**config.mk**
```make
export PLATFORM = sky130hd
export DESIGN_NAME = mem_bus_arbiter_flat
export DESIGN_NICKNAME = d
export VERILOG_FILES = /design/src/rtl/mem_bus_arbiter_pkg.sv /design/src/rtl/mem_bus_arbiter_if.sv /design/src/rtl/mem_bus_arbiter.sv /design/src/flat_wrapper.sv
export SDC_FILE = /design/constraint.sdc
export NUM_CORES = 1
export LEC_CHECK = 0
export BUFFER_PORTS_ARGS = -buffer_cell sky130_fd_sc_hd__buf_2
export CAP_MARGIN = 5
export CORE_MARGIN = 5
export CORE_UTILIZATION = 48
export DETAILED_ROUTE_END_ITERATION = 12
export GPL_TIMING_DRIVEN = 0
export PLACE_DENSITY = 0.85
export SKIP_LAST_GASP = 1
export SYNTH_ARGS = -nofsm -noshare
export SYNTH_HDL_FRONTEND = slang
export SYNTH_SLANG_ARGS = --single-unit
```
**constraint.sdc**
```tcl
create_clock -name clk -period 3.4 [get_ports clk]
set_input_delay 0.85 -clock clk [delete_from_list [all_inputs] [get_ports clk]]
set_output_delay 0.85 -clock clk [all_outputs]
set_load 0.02 [all_outputs]
```
**src/rtl/mem_bus_arbiter_pkg.sv**
```systemverilog
// Shared constants and state encoding for the IF/MEM memory bus arbiter.
package mem_bus_arbiter_pkg;

    typedef enum logic [1:0] {
        IDLE  = 2'd0,
        DBUS  = 2'd1,
        IBUS  = 2'd2,
        DRAIN = 2'd3
    } arb_state_e;

    localparam logic CHIP_ENABLE   = 1'b1;
    localparam logic CHIP_DISABLE  = 1'b0;
    localparam logic WRITE_ENABLE  = 1'b1;
    localparam logic WRITE_DISABLE = 1'b0;
    localparam logic RST_ENABLE    = 1'b1;

    // Replicated to the byte-select width at the point of use.
    localparam logic ALL_BYTES = 1'b1;

endpackage

```
**src/rtl/mem_bus_arbiter_if.sv**
```systemverilog
// Single-ported memory bus: master is the arbiter, slave is the memory.
interface mem_bus_arbiter_if #(
    parameter int unsigned ADDR_W = 32,
    parameter int unsigned DATA_W = 32
);
    localparam int unsigned SEL_W = DATA_W / 8;

    logic              mem_ce_o;
    logic              mem_we_o;
    logic [SEL_W-1:0]  mem_sel_o;
    logic [ADDR_W-1:0] mem_addr_o;
    logic [DATA_W-1:0] mem_data_o;
    logic [DATA_W-1:0] mem_data_i;
    logic              mem_ack_i;

    modport master (
        output mem_ce_o, mem_we_o, mem_sel_o, mem_addr_o, mem_data_o,
        input  mem_data_i, mem_ack_i
    );

    modport slave (
        input  mem_ce_o, mem_we_o, mem_sel_o, mem_addr_o, mem_data_o,
        output mem_data_i, mem_ack_i
    );
endinterface

```
**src/rtl/mem_bus_arbiter.sv**
```systemverilog
// Serialises instruction-fetch and data accesses onto one memory bus; the
// data side wins ties, and a flushed in-flight cycle is drained and discarded.
module mem_bus_arbiter
    import mem_bus_arbiter_pkg::*;
#(
    parameter int unsigned ADDR_W = 32,
    parameter int unsigned DATA_W = 32
) (
    input  logic                  clk,
    input  logic                  rst,
    input  logic                  flush_i,
    input  logic                  if_ce_i,
    input  logic [ADDR_W-1:0]     if_addr_i,
    output logic [DATA_W-1:0]     if_data_o,
    output logic                  if_stallreq_o,
    input  logic                  d_ce_i,
    input  logic                  d_we_i,
    input  logic [DATA_W/8-1:0]   d_sel_i,
    input  logic [ADDR_W-1:0]     d_addr_i,
    input  logic [DATA_W-1:0]     d_wdata_i,
    output logic [DATA_W-1:0]     d_rdata_o,
    output logic                  d_stallreq_o,
    mem_bus_arbiter_if.master     bus
);
    localparam int unsigned SEL_W = DATA_W / 8;

    arb_state_e        state_q;
    logic              ce_q;
    logic              we_q;
    logic [SEL_W-1:0]  sel_q;
    logic [ADDR_W-1:0] addr_q;
    logic [DATA_W-1:0] wdata_q;
    logic [DATA_W-1:0] if_data_q;
    logic [DATA_W-1:0] d_rdata_q;
    logic              i_done_q;
    logic              d_done_q;

    logic d_pend_c;
    logic i_pend_c;

    // A side that just completed is masked for one cycle so it is not re-issued.
    assign d_pend_c = d_ce_i & ~d_done_q;
    assign i_pend_c = if_ce_i & ~i_done_q;

    assign if_stallreq_o = if_ce_i & ~i_done_q & ~flush_i;
    assign d_stallreq_o  = d_ce_i  & ~d_done_q & ~flush_i;

    // Arbitration FSM with bus-holding register bank.
    always_ff @(posedge clk) begin
        if (rst == RST_ENABLE) begin
            state_q   <= IDLE;
            ce_q      <= CHIP_DISABLE;
            we_q      <= WRITE_DISABLE;
            sel_q     <= '0;
            addr_q    <= '0;
            wdata_q   <= '0;
            if_data_q <= '0;
            d_rdata_q <= '0;
            i_done_q  <= 1'b0;
            d_done_q  <= 1'b0;
        end else begin
            i_done_q <= 1'b0;
            d_done_q <= 1'b0;
            case (state_q)
                IDLE: begin
                    if (!flush_i) begin
                        if (d_pend_c) begin
                            state_q <= DBUS;
                            ce_q    <= CHIP_ENABLE;
                            we_q    <= d_we_i;
                            sel_q   <= d_sel_i;
                            addr_q  <= d_addr_i;
                            wdata_q <= d_wdata_i;
                        end else if (i_pend_c) begin
                            state_q <= IBUS;
                            ce_q    <= CHIP_ENABLE;
                            we_q    <= WRITE_DISABLE;
                            sel_q   <= {SEL_W{ALL_BYTES}};
                            addr_q  <= if_addr_i;
                        end
                    end
                end
                DBUS, IBUS: begin
                    if (bus.mem_ack_i) begin
                        state_q <= IDLE;
                        ce_q    <= CHIP_DISABLE;
                        // A flush coinciding with ack still completes, but silently.
                        if (state_q == DBUS) begin
                            d_rdata_q <= bus.mem_data_i;
                            d_done_q  <= ~flush_i;
                        end else begin
                            if_data_q <= bus.mem_data_i;
                            i_done_q  <= ~flush_i;
                        end
                    end else if (flush_i) begin
                        state_q <= DRAIN;
                    end
                end
                DRAIN: begin
                    if (bus.mem_ack_i) begin
                        state_q <= IDLE;
                        ce_q    <= CHIP_DISABLE;
                    end
                end
                default: begin
                    state_q <= IDLE;
                    ce_q    <= CHIP_DISABLE;
                end
            endcase
        end
    end

    assign bus.mem_ce_o   = ce_q;
    assign bus.mem_we_o   = we_q;
    assign bus.mem_sel_o  = sel_q;
    assign bus.mem_addr_o = addr_q;
    assign bus.mem_data_o = wdata_q;
    assign if_data_o      = if_data_q;
    assign d_rdata_o      = d_rdata_q;

endmodule

```
**src/flat_wrapper.sv**
```systemverilog
// flat-port wrapper written by rule: the top's interface ports become plain ports
module mem_bus_arbiter_flat import mem_bus_arbiter_pkg::*;
#(
    parameter int unsigned ADDR_W = 32,
    parameter int unsigned DATA_W = 32
)
  (clk, rst, flush_i, if_ce_i, if_addr_i, if_data_o, if_stallreq_o, d_ce_i, d_we_i, d_sel_i, d_addr_i, d_wdata_i, d_rdata_o, d_stallreq_o, bus_mem_ce_o, bus_mem_we_o, bus_mem_sel_o, bus_mem_addr_o, bus_mem_data_o, bus_mem_data_i, bus_mem_ack_i);
  mem_bus_arbiter_if #(.ADDR_W(ADDR_W), .DATA_W(DATA_W)) bus_i ();
  input  logic clk;
  input  logic rst;
  input  logic flush_i;
  input  logic if_ce_i;
  input  logic [ADDR_W-1:0] if_addr_i;
  output logic [DATA_W-1:0] if_data_o;
  output logic if_stallreq_o;
  input  logic d_ce_i;
  input  logic d_we_i;
  input  logic [DATA_W/8-1:0] d_sel_i;
  input  logic [ADDR_W-1:0] d_addr_i;
  input  logic [DATA_W-1:0] d_wdata_i;
  output logic [DATA_W-1:0] d_rdata_o;
  output logic d_stallreq_o;
  output wire logic [$bits(bus_i.mem_ce_o)-1:0] bus_mem_ce_o;
  output wire logic [$bits(bus_i.mem_we_o)-1:0] bus_mem_we_o;
  output wire logic [$bits(bus_i.mem_sel_o)-1:0] bus_mem_sel_o;
  output wire logic [$bits(bus_i.mem_addr_o)-1:0] bus_mem_addr_o;
  output wire logic [$bits(bus_i.mem_data_o)-1:0] bus_mem_data_o;
  input wire logic [$bits(bus_i.mem_data_i)-1:0] bus_mem_data_i;
  input wire logic [$bits(bus_i.mem_ack_i)-1:0] bus_mem_ack_i;
  assign bus_mem_ce_o = bus_i.mem_ce_o;
  assign bus_mem_we_o = bus_i.mem_we_o;
  assign bus_mem_sel_o = bus_i.mem_sel_o;
  assign bus_mem_addr_o = bus_i.mem_addr_o;
  assign bus_mem_data_o = bus_i.mem_data_o;
  assign bus_i.mem_data_i = bus_mem_data_i;
  assign bus_i.mem_ack_i = bus_mem_ack_i;
  mem_bus_arbiter #(.ADDR_W(ADDR_W), .DATA_W(DATA_W)) u_core (.clk(clk), .rst(rst), .flush_i(flush_i), .if_ce_i(if_ce_i), .if_addr_i(if_addr_i), .if_data_o(if_data_o), .if_stallreq_o(if_stallreq_o), .d_ce_i(d_ce_i), .d_we_i(d_we_i), .d_sel_i(d_sel_i), .d_addr_i(d_addr_i), .d_wdata_i(d_wdata_i), .d_rdata_o(d_rdata_o), .d_stallreq_o(d_stallreq_o), .bus(bus_i));
endmodule
```
## Word level (Yosys, flattened, before mapping)

Index checks and enable logic that the tools add are counted.

- Equality and inequality tests: 8
- Multiplexer cells: 18
- Bitwise gates (word level): 10
- Reduce and logical (&&, ||, !) cells: 12

Operator list:

| kind | number |
|---|---|
| $mux 32 | 2 |
| $reduce_and 3->1 | 5 |
| $mux 2 | 6 |
| $mux 4 | 2 |
| $reduce_or 4->1 | 2 |
| $mux 1 | 6 |
| $not 1->1 | 6 |
| $pmux 2 s3 | 1 |
| $and 1x1->1 | 4 |
| $eq 2x2->1 const B | 2 |
| $ne 2x2->1 const B | 2 |
| $reduce_and 4->1 | 1 |
| $ne 3x1->1 const B | 1 |
| $ne 3x3->1 const B | 1 |
| $reduce_or 3->1 | 1 |
| $eq 2x1->1 const B | 1 |
| $logic_not 2->1 | 1 |
| $ne 2x1->1 const B | 1 |
| $pmux 1 s2 | 1 |
| $reduce_bool 2->1 | 1 |
| $reduce_or 2->1 | 1 |

- Flip-flop bits (word level): 138
- Input bits: 139
- Output and inout bits: 136
- Word-level logic and storage cells: 58

## Depth between registers and ports, before layout

- Depth in word-level cells: 6
- Gate-level depth with buffers: 8
- Mapped depth without buffers: 6

## Worst setup path after synthesis

OpenSTA, ideal clock, no wires.

- Path type: input-to-output
- Start point: input port d_ce_i
- End point: output port d_stallreq_o
- Arrival: 1.523 ns
- Required time: 2.550 ns
- Slack: 1.027 ns
- Cell stages on the path: 4
- Path buffers: 2
- Cells stage by stage: nand2b_1 > buf_2 > clkbuf_1 > nor2_1

- Longest elaborated chain between the ends: 2

Ends and longest elaborated chain:

| element | line | RTL |
|---|---|---|
| start, declared | flat_wrapper.sv:16 | `input logic d_ce_i;` |
| $and 1x1->1 (2 in a row) | mem_bus_arbiter.sv:46 | `assign d_stallreq_o = d_ce_i & ~d_done_q & ~flush_i;` |
| end, declared | flat_wrapper.sv:22 | `output logic d_stallreq_o;` |

Every way passes these cells.

## Worst setup path after layout

Same ends and word-level chain as after synthesis.

==> impl_summary.log <==
[metrics] Via-to-Cell Ratio: 5.19
[metrics] routed wire length per instance: 16.2 µm
[metrics] DR pass1 iterations: 5
[metrics] gp weighted congestion: 0.949
[metrics] Rows: 38
[metrics] critical path cell sequence: buf_2, nand2b_1, buf_2, clkbuf_1, nor2_1, buf_2
[metrics] H-Tree Depth: 4
[metrics] average cell area after synthesis: about 7.8 µm²
[metrics] Hold Path Sink: u_core.if_data_o[29]
[metrics] total clock buffers created by CTS: 17
[metrics] EDFF count, synth: 0
[metrics] unrepaired setup endpoints after global routing: no
[metrics] measured slew at the worst slew-check pin: 0.610 ns
[metrics] area of the die: 0.0130 mm²
[metrics] wire length of the first global-routing pass: between 20000 and 30000 µm
[metrics] storage element area: 0.00276 mm²
[metrics] class of the most critical hold timing path: reg2reg
[metrics] share of the yosys chip area belonging to registers: 0.533
[metrics] commonest cells in the netlist: sky130_fd_sc_hd__nand2_1, sky130_fd_sc_hd__dfxtp_1, sky130_fd_sc_hd__a21oi_1
[metrics] worst flop-to-flop path endpoint: u_core.if_data_o[12]
[metrics] number of stages on the worst hold path: 2
[metrics] Layout Cell Area excl Fill: between 0.007 and 0.008 mm²
[metrics] headroom to the max-slew limit: 0.593
[metrics] buffers from clock root to sink, at most: 2
[metrics] Static Leak: 3.39 nW
[metrics] DP Area: 0.00672 mm²
[metrics] number of unique standard cell types used by synthesis: 27
[metrics] number of hold buffers added after CTS: 0
[metrics] final-report setup violation count: 0
[metrics] total negative setup slack: 0 ns
[metrics] GR Overflow Total: 0
[metrics] post-layout minimum cycle time: ~2.6 ns
[metrics] cell with the most instances after synthesis: sky130_fd_sc_hd__nand2_1
[metrics] mapped cell area: roughly 0.0052 mm²
[metrics] synthesized flop and latch total: 138
[metrics] Reg clk slew, reported paths: 0.06 ns
[metrics] DRC violation total after the first TritonRoute iteration: 600
[metrics] Crit path arrival time: 1.79 ns
[metrics] post-route worst hold slack: 0.451 ns
[metrics] final max-slew violation count: 0
[metrics] share of post-route cells with drive strength above 1: 0.335
[metrics] Final Cycle Share: 0.776
[metrics] cell taking the most area after synthesis: sky130_fd_sc_hd__dfxtp_1
[metrics] core box area: approximately 0.011 mm²
[metrics] startpoint of the worst hold path: u_core.if_data_o[29]
[metrics] layout filler cell count: 915
[metrics] ratio of total power to cell area: 617 mW/mm²
[metrics] buffer type at the clock tree root: sky130_fd_sc_hd__clkbuf_8
[metrics] count of pins on the block boundary: 275
[metrics] Final Skew: a little under 0.006 ns
[metrics] floorplan die height: 114 µm
[metrics] clock insertion delay at the later pin of the skew report: 0.52 ns
[metrics] number of nets with antenna violations after routing: 0
[metrics] kind of launch point of the worst setup path: input port
[metrics] Port Buffer Count: about 270
[metrics] max-capacitance violation count: 0
[metrics] Final Hold Vio Count: 0
[metrics] FF-to-FF Start: u_core.state_q[0]
[metrics] antenna violations before repair: 1
[metrics] number of warnings reported in the yosys synthesis log: 0
[metrics] clock sink count: 138
[metrics] clock tree from TritonCTS: yes
[metrics] result of the run: finished clean
[metrics] detailed-route via count: 5751
[metrics] post-CTS resize count: 0
[metrics] worst ir drop on vdd: between 0.4 and 0.5 mV
[metrics] top post-synthesis cells by area: sky130_fd_sc_hd__dfxtp_1, sky130_fd_sc_hd__nand2_1, sky130_fd_sc_hd__a21oi_1, sky130_fd_sc_hd__a311oi_1, sky130_fd_sc_hd__nor2_1
[metrics] share of the synthesized area in the top cell type: 0.533
[metrics] ys flop type: sky130_fd_sc_hd__dfxtp_1
[metrics] internal reg-to-reg setup slack: approximately 1.3 ns
[metrics] final routed DRC violation total: 0
[metrics] via count of the first global-routing pass: 5712
[metrics] largest stage delay on the critical path: 0.36 ns
[metrics] sort of element at the end of the critical path: primary output
[metrics] total nets after synthesis: 808
[metrics] GRT Overall Usage: 0.271
[metrics] FF-to-FF path depth: 8
[metrics] cell with the biggest individual delay on the critical path: sky130_fd_sc_hd__clkbuf_1
[metrics] P&R area growth vs syn: 40.1%
[metrics] data required time at the worst endpoint: between 2 and 3 ns
[metrics] Post-Syn Instances: 664
[metrics] largest net degree at the start of global routing: 17
[metrics] fraction of synthesis flops using an asynchronous set or reset pin: 0
[metrics] classification of the worst setup path: in2out
[metrics] fin nets: 1100
[metrics] width of the chip: 114 µm
[metrics] setup bufs post-CTS: 0
[metrics] largest fanout on the critical path: 10
[metrics] Detailed Place HPWL: 13600 µm
[metrics] Highest Clock Rate: 379 MHz
[metrics] area taken by multi-input logic gates: 0.00218 mm²
[metrics] library cell appearing most often on the critical path: sky130_fd_sc_hd__buf_2
[metrics] total detailed-routing wirelength: 17900 µm
[metrics] initial standard-cell utilization of the core: 0.484
[metrics] Design Power: 4.48 mW
[worst max-delay path, delay by kind of cell]
family | cells | cell delay (ns)
buffers and inverters | 4 | 0.79
and+or+nand+nor | 2 | 0.14
[registers in the layout, summed over array words and instances (netlist names)]
name and cells:
u_core.bus.mem_sel_o 4, u_core.bus.mem_ce_o 1, u_core.i_done_q 1, u_core.if_data_o 32, u_core.bus.mem_data_o 32, u_core.state_q 2, u_core.d_done_q 1, u_core.bus.mem_addr_o 32
u_core.d_rdata_o 32, u_core.bus.mem_we_o 1
[area by class of cell]
class | instances | area share
sequential | 138 | 0.381
timing repair buffer | 273 | 0.188
inverter | 4 | 0.00207
buffer | 52 | 0.0300
clock inverter | 8 | 0.00983
tap | 140 | 0.0241
clock buffer | 22 | 0.0638
antenna | 1 | 0.000345
multi-input combinational | 470 | 0.301
[placed cells by master, fill, tap and decap left out]
| master | Yosys | final |
|---|---|---|
| sky130_fd_sc_hd__bufinv_16 | 0 | 1 |
| sky130_fd_sc_hd__o31ai_1 | 2 | 2 |
| sky130_fd_sc_hd__a221o_1 | 1 | 1 |
| sky130_fd_sc_hd__a211o_1 | 1 | 1 |
| sky130_fd_sc_hd__buf_2 | 18 | 291 |
| sky130_fd_sc_hd__nor3b_1 | 2 | 2 |
| sky130_fd_sc_hd__diode_2 | 0 | 1 |
| sky130_fd_sc_hd__dfxtp_1 | 138 | 138 |
| sky130_fd_sc_hd__or4_1 | 2 | 2 |
| sky130_fd_sc_hd__buf_1 | 1 | 1 |
| sky130_fd_sc_hd__nand3_1 | 2 | 2 |
| sky130_fd_sc_hd__a21oi_1 | 101 | 101 |
| sky130_fd_sc_hd__or2_2 | 1 | 1 |
| sky130_fd_sc_hd__o21ai_0 | 1 | 1 |
| sky130_fd_sc_hd__nor3_1 | 10 | 10 |
| sky130_fd_sc_hd__nand2_1 | 259 | 259 |
| sky130_fd_sc_hd__a311oi_1 | 32 | 32 |
| sky130_fd_sc_hd__clkinvlp_4 | 0 | 1 |
| sky130_fd_sc_hd__nor2b_1 | 2 | 2 |
| sky130_fd_sc_hd__nor2_1 | 41 | 41 |
| sky130_fd_sc_hd__clkinv_4 | 0 | 1 |
| sky130_fd_sc_hd__a21oi_2 | 1 | 1 |
| sky130_fd_sc_hd__clkbuf_1 | 33 | 35 |
| sky130_fd_sc_hd__nand2b_1 | 3 | 3 |
| sky130_fd_sc_hd__and3_2 | 1 | 1 |
| sky130_fd_sc_hd__clkbuf_16 | 0 | 16 |
| sky130_fd_sc_hd__clkinv_2 | 0 | 5 |
| sky130_fd_sc_hd__clkbuf_8 | 0 | 4 |
| sky130_fd_sc_hd__o211ai_1 | 1 | 1 |
| sky130_fd_sc_hd__inv_1 | 3 | 3 |
| sky130_fd_sc_hd__nand2b_4 | 1 | 1 |
| sky130_fd_sc_hd__ha_1 | 5 | 5 |
| sky130_fd_sc_hd__and3_1 | 1 | 1 |
| sky130_fd_sc_hd__inv_2 | 1 | 1 |
[stage by stage]
step | setup slack [ns] | utilization | std cells
CTS | 0.758 | 0.678 | 1107
global route | 0.685 | 0.678 | 1108
floorplan | 1.03 | - | 664
finish | 0.762 | 0.678 | 1108
global placement | 0.760 | 0.628 | 1077
detailed placement | 0.762 | 0.628 | 1077
[worst max-delay path by stage]
stage	startpoint	to	slack [ns]	cells after the start
6_report	d_ce_i	d_stallreq_o	0.76	6
5_1_grt	d_ce_i	d_stallreq_o	0.69	6
4_1_cts	d_ce_i	d_stallreq_o	0.76	6
3_5_place_dp	d_ce_i	d_stallreq_o	0.76	6
3_3_place_gp	d_ce_i	d_stallreq_o	0.76	6
2_1_floorplan	d_ce_i	d_stallreq_o	1.03	4
[routing by layer]
layer	share of wire	wire, µm	track usage	up-vias
li1	-	-	-	2779
met1	0.38	6730	0.301	2608
met2	0.48	8600	0.455	306
met3	0.11	1910	0.0966	58
met4	0.037	663	0.143	0
met5	0	0	0	-
[cells by family (layout without fill, tap and decap cells)]
group                      after synthesis  after routing  share of synthesized area
buffers and inverters                   56            359                     0.0449
DFF                                    138            138                      0.533
AOI/OAI and AO/OA                      140            140                      0.162
other                                    0              1                          0
adders and majority gates                5              5                     0.0121
and+or+nand+nor                        325            325                      0.247
[report_power, final]
| part | internal [mW] | leakage [nW] | switching (mW) |
|---|---|---|---|
| Sequential | 1.77 | 1.12 | 0.0755 |
| Combinational | 0.329 | 1.99 | 0.631 |
| Clock | 1.01 | 0.266 | 0.655 |
| Total | 3.11 | 3.39 | 1.36 |
(Power assumes the default switching activity.)
